$ cat config.mk
export PLATFORM = sky130hd
export DESIGN_NAME = move_average_win
export DESIGN_NICKNAME = d
export VERILOG_FILES = /design/src/rtl/move_average_win.sv
export SDC_FILE = /design/constraint.sdc
export NUM_CORES = 1
export LEC_CHECK = 0
export ABC_CLOCK_PERIOD_IN_PS = 5100
export CAP_MARGIN = 10
export CORE_UTILIZATION = 56
export CTS_CLUSTER_DIAMETER = 200
export DETAILED_ROUTE_END_ITERATION = 8
export GPL_TIMING_DRIVEN = 0
export PLACE_DENSITY = 0.74
export SYNTH_ARGS = -nofsm -noshare
export SYNTH_HDL_FRONTEND = slang
export SYNTH_SLANG_ARGS = --single-unit
$ cat constraint.sdc
create_clock -name clk -period 5.1 [get_ports clk]
set_input_delay 0.765 -clock clk [delete_from_list [all_inputs] [get_ports clk]]
set_output_delay 0.765 -clock clk [all_outputs]
set_load 0.01 [all_outputs]
$ cat src/rtl/move_average_win.sv
// Moving-average filter: mean of the last N = 2^LOG2_N accepted unsigned samples.
// Latency: one cycle from an accepted sample to data_out_valid/data_out (registered).
// Backpressure: none; accepts one sample per clock, the caller must not exceed that.
//
// Optional feature macro: MOVE_AVERAGE_ROUND_EN
//   defined   -> data_out = (sum + N/2) >> LOG2_N  (round half up)
//   undefined -> data_out = sum >> LOG2_N          (truncate)
//   Cycle timing is identical in both builds.
//
// Ports:
//   clk            in   rising-edge clock
//   rst_n          in   asynchronous active-low reset
//   enable         in   run enable; low flushes the block and holds it in IDLE
//   clear          in   synchronous flush pulse (wins over a coincident sample)
//   data_in_valid  in   sample strobe
//   data_in        in   unsigned sample, WIDTH bits
//   data_out_valid out  one-cycle strobe, one cycle after each accepted sample once N are held
//   data_out       out  windowed mean, held between strobes
//   window_full    out  high while N samples are held (RUN state)

module move_average_win #(
  parameter int WIDTH  = 8,  // sample/result width, 2..32
  parameter int LOG2_N = 4   // window length N = 2^LOG2_N, 1..6
) (
  input  logic             clk,
  input  logic             rst_n,
  input  logic             enable,
  input  logic             clear,
  input  logic             data_in_valid,
  input  logic [WIDTH-1:0] data_in,
  output logic             data_out_valid,
  output logic [WIDTH-1:0] data_out,
  output logic             window_full
);

  localparam int N  = 1 << LOG2_N;
  localparam int SW = WIDTH + LOG2_N;  // running-sum width; N*(2^WIDTH-1)+N/2 fits

  typedef enum logic [1:0] {
    IDLE = 2'd0,
    FILL = 2'd1,
    RUN  = 2'd2
  } state_t;

  state_t            state;
  state_t            state_nxt;

  logic [WIDTH-1:0]  sample_buf [N];
  logic [LOG2_N-1:0] wr_ptr;
  logic [LOG2_N-1:0] fill_cnt;
  logic [SW-1:0]     sum;
  logic [SW-1:0]     sum_nxt;
  logic [SW-1:0]     sum_rnd;
  logic [WIDTH-1:0]  avg_nxt;
  logic [LOG2_N-1:0] frac_unused;

  logic              flush;
  logic              accept;
  logic              last_fill;
  logic              out_vld_nxt;

  // Any flush (enable low or clear) returns everything to zero on the next edge.
  assign flush     = !enable || clear;
  // clear blocks acceptance, so a sample coinciding with clear is dropped.
  assign accept    = data_in_valid && enable && !clear;
  assign last_fill = (fill_cnt == LOG2_N'(N - 1));

  // Incremental update: the slot under wr_ptr holds the oldest sample (zero while
  // filling, since the buffer is flushed to zero), so no re-summation is needed.
  // Modular SW-bit arithmetic is exact because the true result always fits.
  assign sum_nxt = sum + {{LOG2_N{1'b0}}, data_in}
                       - {{LOG2_N{1'b0}}, sample_buf[wr_ptr]};

`ifdef MOVE_AVERAGE_ROUND_EN
  assign sum_rnd = sum_nxt + SW'(N / 2);
`else
  assign sum_rnd = sum_nxt;
`endif

  // The low LOG2_N bits are the fraction discarded by the divide-by-N shift.
  assign {avg_nxt, frac_unused} = sum_rnd;

  // ---------------------------------------------------------------------------
  // FSM: state register
  // ---------------------------------------------------------------------------
  always_ff @(posedge clk or negedge rst_n) begin
    if (!rst_n) begin
      state <= IDLE;
    end else begin
      state <= state_nxt;
    end
  end

  // ---------------------------------------------------------------------------
  // FSM: next state and result strobe
  // ---------------------------------------------------------------------------
  always_comb begin
    state_nxt   = state;
    out_vld_nxt = 1'b0;
    if (!enable) begin
      state_nxt = IDLE;
    end else if (clear) begin
      state_nxt = FILL;
    end else begin
      case (state)
        // A sample arriving with the enabling edge is already counted; N >= 2,
        // so it can never complete the window on its own.
        IDLE: state_nxt = FILL;
        FILL: begin
          if (accept && last_fill) begin
            state_nxt   = RUN;
            out_vld_nxt = 1'b1;
          end
        end
        RUN:     out_vld_nxt = accept;
        default: state_nxt = IDLE;
      endcase
    end
  end

  // ---------------------------------------------------------------------------
  // Datapath: window buffer, running sum, counters and registered outputs
  // ---------------------------------------------------------------------------
  always_ff @(posedge clk or negedge rst_n) begin
    if (!rst_n) begin
      for (int i = 0; i < N; i++) begin
        sample_buf[i] <= '0;
      end
      wr_ptr         <= '0;
      fill_cnt       <= '0;
      sum            <= '0;
      data_out       <= '0;
      data_out_valid <= 1'b0;
      window_full    <= 1'b0;
    end else if (flush) begin
      for (int i = 0; i < N; i++) begin
        sample_buf[i] <= '0;
      end
      wr_ptr         <= '0;
      fill_cnt       <= '0;
      sum            <= '0;
      data_out       <= '0;
      data_out_valid <= 1'b0;
      window_full    <= 1'b0;
    end else begin
      if (accept) begin
        sample_buf[wr_ptr] <= data_in;
        wr_ptr             <= wr_ptr + LOG2_N'(1);  // wraps N-1 -> 0 naturally
        sum                <= sum_nxt;
        if (state != RUN) begin
          fill_cnt <= fill_cnt + LOG2_N'(1);
        end
      end
      data_out_valid <= out_vld_nxt;
      if (out_vld_nxt) begin
        data_out <= avg_nxt;
      end
      // Registered copy of "next state is RUN", so it tracks the state register.
      window_full <= (state_nxt == RUN);
    end
  end

endmodule

# Yosys cells after proc, flatten, opt, wreduce, memory -nomap -nowiden
# Cells that the tools add are included.
classes:
  reduce_logical: 12
  n_lt_le_gt_ge: 2
  mux: 27
  add_sub_neg: 4
  bitwise_logic: 1
  eq_ne: 5
ops:
  columns: ["operator", "count"]
  rows:
  - ["$mux W128", 2]
  - ["$bwmux W128", 1]
  - ["$mux W8", 5]
  - ["$bmux W8 S4", 1]
  - ["$demux W8 S4", 1]
  - ["$mux W12", 2]
  - ["$mux W4", 5]
  - ["$add A12 B8 Y12", 1]
  - ["$sub A12 B8 Y12", 1]
  - ["$add A4 B1 Y4 const B", 2]
  - ["$mux W2", 3]
  - ["$pmux W2 S3", 1]
  - ["$reduce_bool A2 Y1", 3]
  - ["$ge A5 B5 Y1 const B", 1]
  - ["$lt A5 B1 Y1 const B", 1]
  - ["$mux W1", 5]
  - ["$not A4 Y5", 1]
  - ["$eq A2 B2 Y1 const B", 2]
  - ["$eq A4 B4 Y1 const B", 1]
  - ["$logic_and A1 B1 Y1", 4]
  - ["$eq A2 B1 Y1 const B", 1]
  - ["$logic_not A1 Y1", 2]
  - ["$logic_not A2 Y1", 1]
  - ["$ne A2 B2 Y1 const B", 1]
  - ["other kinds (3)", 3]
word_totals:
  wordCells: 74
  out_inout_bits: 10
  in_bits: 13
  regBits: 160

# Longest topological paths before layout
depth:
  word_depth: 9
  mapped_depth: 15

# Least setup slack after synthesis
# Ideal clock, no wire load.
synth_timing:
  kind: "register to register"
  start: "reg wr_ptr[1]"
  end: "reg sum[10]"
  stages_incl_launch_ff: 14
  arrival_ns: 3.735
  required_time_ns: 4.996
  path_slack_ns: 1.262
  synth_period_minus_slack_ns: 3.838
  cell_sequence: "dfrtp_1 buf_2 clkbuf_1 mux4_2 mux4_2 fa_1 inv_1 ha_1 nor2b_4 o31a_1 o211ai_2 a21oi_2 or4_1 o311ai_1"
synth_between:
  elab_chain_len: 7
synth_lines:
  columns: ["item", "line", "source"]
  rows:
  - ["start, declared", "49", "logic [LOG2_N-1:0] wr_ptr;"]
  - ["start signal, assigned", "148", "wr_ptr <= wr_ptr + LOG2_N'(1);"]
  - ["$not A4 Y5 (not written as such)", "72", "- {{LOG2_N{1'b0}}, sample_buf[wr_ptr]};"]
  - ["$bmux W8 S4", "72", null]
  - ["$mux W8 (not written as such) (2 in series)", "72", null]
  - ["$sub A12 B8 Y12", "72", null]
  - ["$mux W12", "146", "if (accept) begin"]
  - ["$mux W12", "135", "end else if (flush) begin"]
  - ["end signal, assigned", "149", "sum <= sum_nxt;"]
  - ["end, declared", "51", "logic [SW-1:0] sum;"]
# No other way between the ends. The select of a mux whose other input is x is not followed.
# A chain may end at the register's enable or synchronous reset.

# Final worst setup path
# Ends and elaborated chain as after synthesis.

==> key figures <==
Clock network
  • Root Buffer Master: clkbuf_16
  • Clk_lat worst skew: 0.43 ns
  • CTS tree: built
  • Clk buf depth: 2
  • Post-CTS Setup Bufs: 0
  • Htree depth: 4
  • Clk sinks: 160
  • Reg clk slew, reported paths: roughly 0.06 ns
  • Total CTS buffers: 17
  • Post_cts resized: 0
  • Hold Buf Count CTS: 0

Routing
  • Via density: 5.97
  • Drt pass-1 iters: 9
  • Vias: 6744
  • DR iter-0 viols: ~640
  • Post-route ant nets: 0
  • Per-cell routed wire length: roughly 20 um
  • Post-Route WL: around 22000 um
  • # DRC: 4

STA
  • Slew margin rel.: 0.488
  • Period Utilization, post-route: 0.883
  • Layout Skew: 0.00962 ns
  • Setup violations, final: 0
  • Fmax: about 0.22 GHz
  • RSZ-0062 raised after global routing: no
  • Worst slew pin tran: 0.768 ns
  • Minimum clock period: 4.51 ns
  • Fin. Hold Viols: 0
  • Final max-slew violation count: 0

Setup path
  • CP max stage cell: clkbuf_1
  • Crit-path cells: buf_2, clkbuf_1, mux4_2, mux4_2, fa_1, inv_1, ha_1, nor2b_4, o31a_1, o211ai_2, a21oi_2, or4_1, o311ai_1
  • R2R Setup Slk: 0.59 ns
  • CP most frequent cell: mux4_2
  • Setup CP Type: flop to flop
  • Crit-path max FO: 10
  • CP Launch Type: flop
  • Crit path largest cell delay: 0.61 ns
  • Critical Path AT: 4.83 ns
  • Req. time, crit path: roughly 5.4 ns
  • CP Capture Type: flop

Run status
  • Status: finished, violations left
  • Failing checks: design-rule violations

Placed design
  • HPWL Detailed: 14800 um
  • Count of input and output buffers: 15
  • Cells after DPL: 1097
  • RePlAce Congestion: 0.881

Layout
  • Layout cells sized above 1: 0.0910
  • Final Instance Count excl. Fillers: 1129
  • Post-Route Utilization: 0.648
  • Inserted Diodes: 0
  • Layout Nets: ~970
  • Fill count: 1144
  • Area Growth Syn to Fin: 12.4%

Pwr
  • Power density cells: between 300 and 400 nW/um2
  • Switching fraction of total power: 0.251
  • Psw: 0.761 mW
  • Gate power share: 0.121
  • VDD IR-drop max: 0.000252 V
  • Sequential share of power: 0.426
  • Internal power: about 2.3 mW
  • LEAKAGE: 3.85 nW
  • Clock Power Share: 0.454

Floorplan
  • Die Area: about 16000 um2
  • Die height: 125 um
  • Core area: 14600 um2
  • DIE WIDTH: ~120 um
  • I/O Pins: 23
  • Number of core rows: 44
  • Initial Utilization: 0.576

Yosys
  • Syn Nets: 939
  • Post-synthesis sequential area ratio: 0.474
  • Ys Warns: 0
  • Synthesis-stage register bit count: 160
  • Syn Inst Count: 897
  • Largest cells by area after synthesis: dfrtp_1 (47%), nand2_1 (13%), mux4_2 (11%)
  • Cell Area, Synth: between 8000 and 9000 um2
  • Syn Area/Cell: 9.41 um2
  • Synth top cells by count: nand2_1 (285), dfrtp_1 (160), a21oi_1 (139)
  • Post-synth top area cell: dfrtp_1
  • Top cell type's share of synthesized area: 0.474
  • Asr flop ratio synth: 1.00
  • Top FF cell, synth: dfrtp_1
  • Count of cell types in the netlist: 45
  • Most common cell in the netlist: nand2_1
  • EDFF count, synth: 0

Global routing
  • GRT overflow: 0
  • Vias in the first global route: around 6800
  • Initial antenna violation count: 0
  • First-pass GRT wire length: 36300 um
  • Overall routing resource usage: 0.311
  • Pin count of the biggest net entering global routing: about 90

Hold path
  • Hold Path Class: input pin to asynchronous set/reset pin

Run
  • Max-cap viol count: 0
## kinds of logic after synthesis
logic type	share of synthesized area
AO/OA/AOI/OAI	0.116
buffers and inverters	0.0522
AND/OR/NAND/NOR	0.177
XOR/XNOR	0.0114
flip-flops	0.474
adder cells (fa/ha/maj)	0.0501
multiplexers	0.119
## critical path: cells and delay by family (launching register included)
kind	cells	cell delay [ns]
buffers and inverters	3	0.89
adder cells (fa/ha/maj)	2	0.83
AND/OR/NAND/NOR	2	0.66
AO/OA/AOI/OAI	4	0.68
multiplexers	2	0.95
flip-flops	1	0.38
## stage by stage
| step | cell area (um2) | hold WS (ns) | setup WS [ns] | setup TNS, ns | total power [mW] |
|---|---|---|---|---|---|
| after floorplan | 8440 | 0.469 | 1.26 | 0 | 1.57 |
| after global placement | 8820 | 0.488 | -3.41 | -544.32 | 1.67 |
| after detailed placement | 8850 | 0.503 | 0.662 | 0 | 1.68 |
| after CTS | 9480 | 0.319 | 0.654 | 0 | 3.04 |
| after global routing | 9480 | 0.339 | 0.371 | 0 | 3.14 |
| final | 9480 | 0.286 | 0.595 | 0 | 3.03 |
## power groups by stage
stage,combinational [mW],clock (mW),sequential (mW)
5_1_grt,0.408,1.44,1.29
3_3_place_gp,0.357,0,1.31
6_report,0.367,1.38,1.29
3_5_place_dp,0.362,0,1.31
4_1_cts,0.366,1.38,1.29
2_1_floorplan,0.253,0,1.31
## metal layers
| metal | vias to the layer above | share of wire | track usage |
|---|---|---|---|
| li1 | 3072 | - | - |
| met1 | 3328 | 0.42 | 0.422 |
| met2 | 296 | 0.46 | 0.476 |
| met3 | 48 | 0.084 | 0.0842 |
| met4 | 0 | 0.029 | 0.129 |
| met5 | - | 0 | 0 |
## cell usage in the layout (no fill, tap or decap), types with 2 or more instances in the layout
master	n
mux4_2	40
xor2_1	5
a211oi_1	3
nand2_1	285
ha_1	21
mux2i_1	10
and2_1	18
clkbuf_8	3
nor3_1	3
buf_2	4
nand3_1	9
and3_1	2
inv_1	40
o21ai_0	11
fa_1	8
xnor2_1	6
clkinv_4	2
dfrtp_1	160
o311ai_1	2
clkbuf_1	53
buf_1	8
o21bai_1	3
a21oi_1	139
buf_6	4
clkinv_2	4
o31ai_1	2
clkbuf_16	17
o21a_1	4
bufinv_16	4
nor2_1	22
nand4_1	3
a21o_1	4
nand2b_1	7
or3_1	4
clkdlybuf4s50_1	14
o31a_1	3
nor2b_1	2
## worst paths after layout
check / from / to / cells after the start
setup / recovery: wr_ptr[1]$_DFFE_PN0P_ / sum[10]$_DFFE_PN0P_ / 13
hold / removal: rst_n / sample_buf[126]$_DFFE_PN0P_ / 1
setup reg to reg: wr_ptr[1]$_DFFE_PN0P_ / sum[10]$_DFFE_PN0P_ / 13
hold reg to reg: data_out[5]$_DFFE_PN0P_ / data_out[5]$_DFFE_PN0P_ / 2
max in group asynchronous: rst_n / sample_buf[10]$_DFFE_PN0P_ / 2
min in group clk: data_out[5]$_DFFE_PN0P_ / data_out[5]$_DFFE_PN0P_ / 2
## registers in the layout (all words and copies together) (netlist names)
register	flops
fill_cnt	4
data_out_valid	1
state	2
wr_ptr	4
sample_buf	128
sum	12
window_full	1
data_out	8
## area by class of cell
type | instances | area [um2] | area share
buffer | 67 | 287 | 0.0302
clock buffer | 22 | 474 | 0.0500
clock inverter | 10 | 158 | 0.0166
inverter | 41 | 154 | 0.0162
multi-input combinational | 629 | 4000 | 0.421
sequential | 160 | 4000 | 0.422
tap | 184 | 230 | 0.0243
timing repair buffer | 16 | 183 | 0.0193
(Power assumes the default switching activity.)
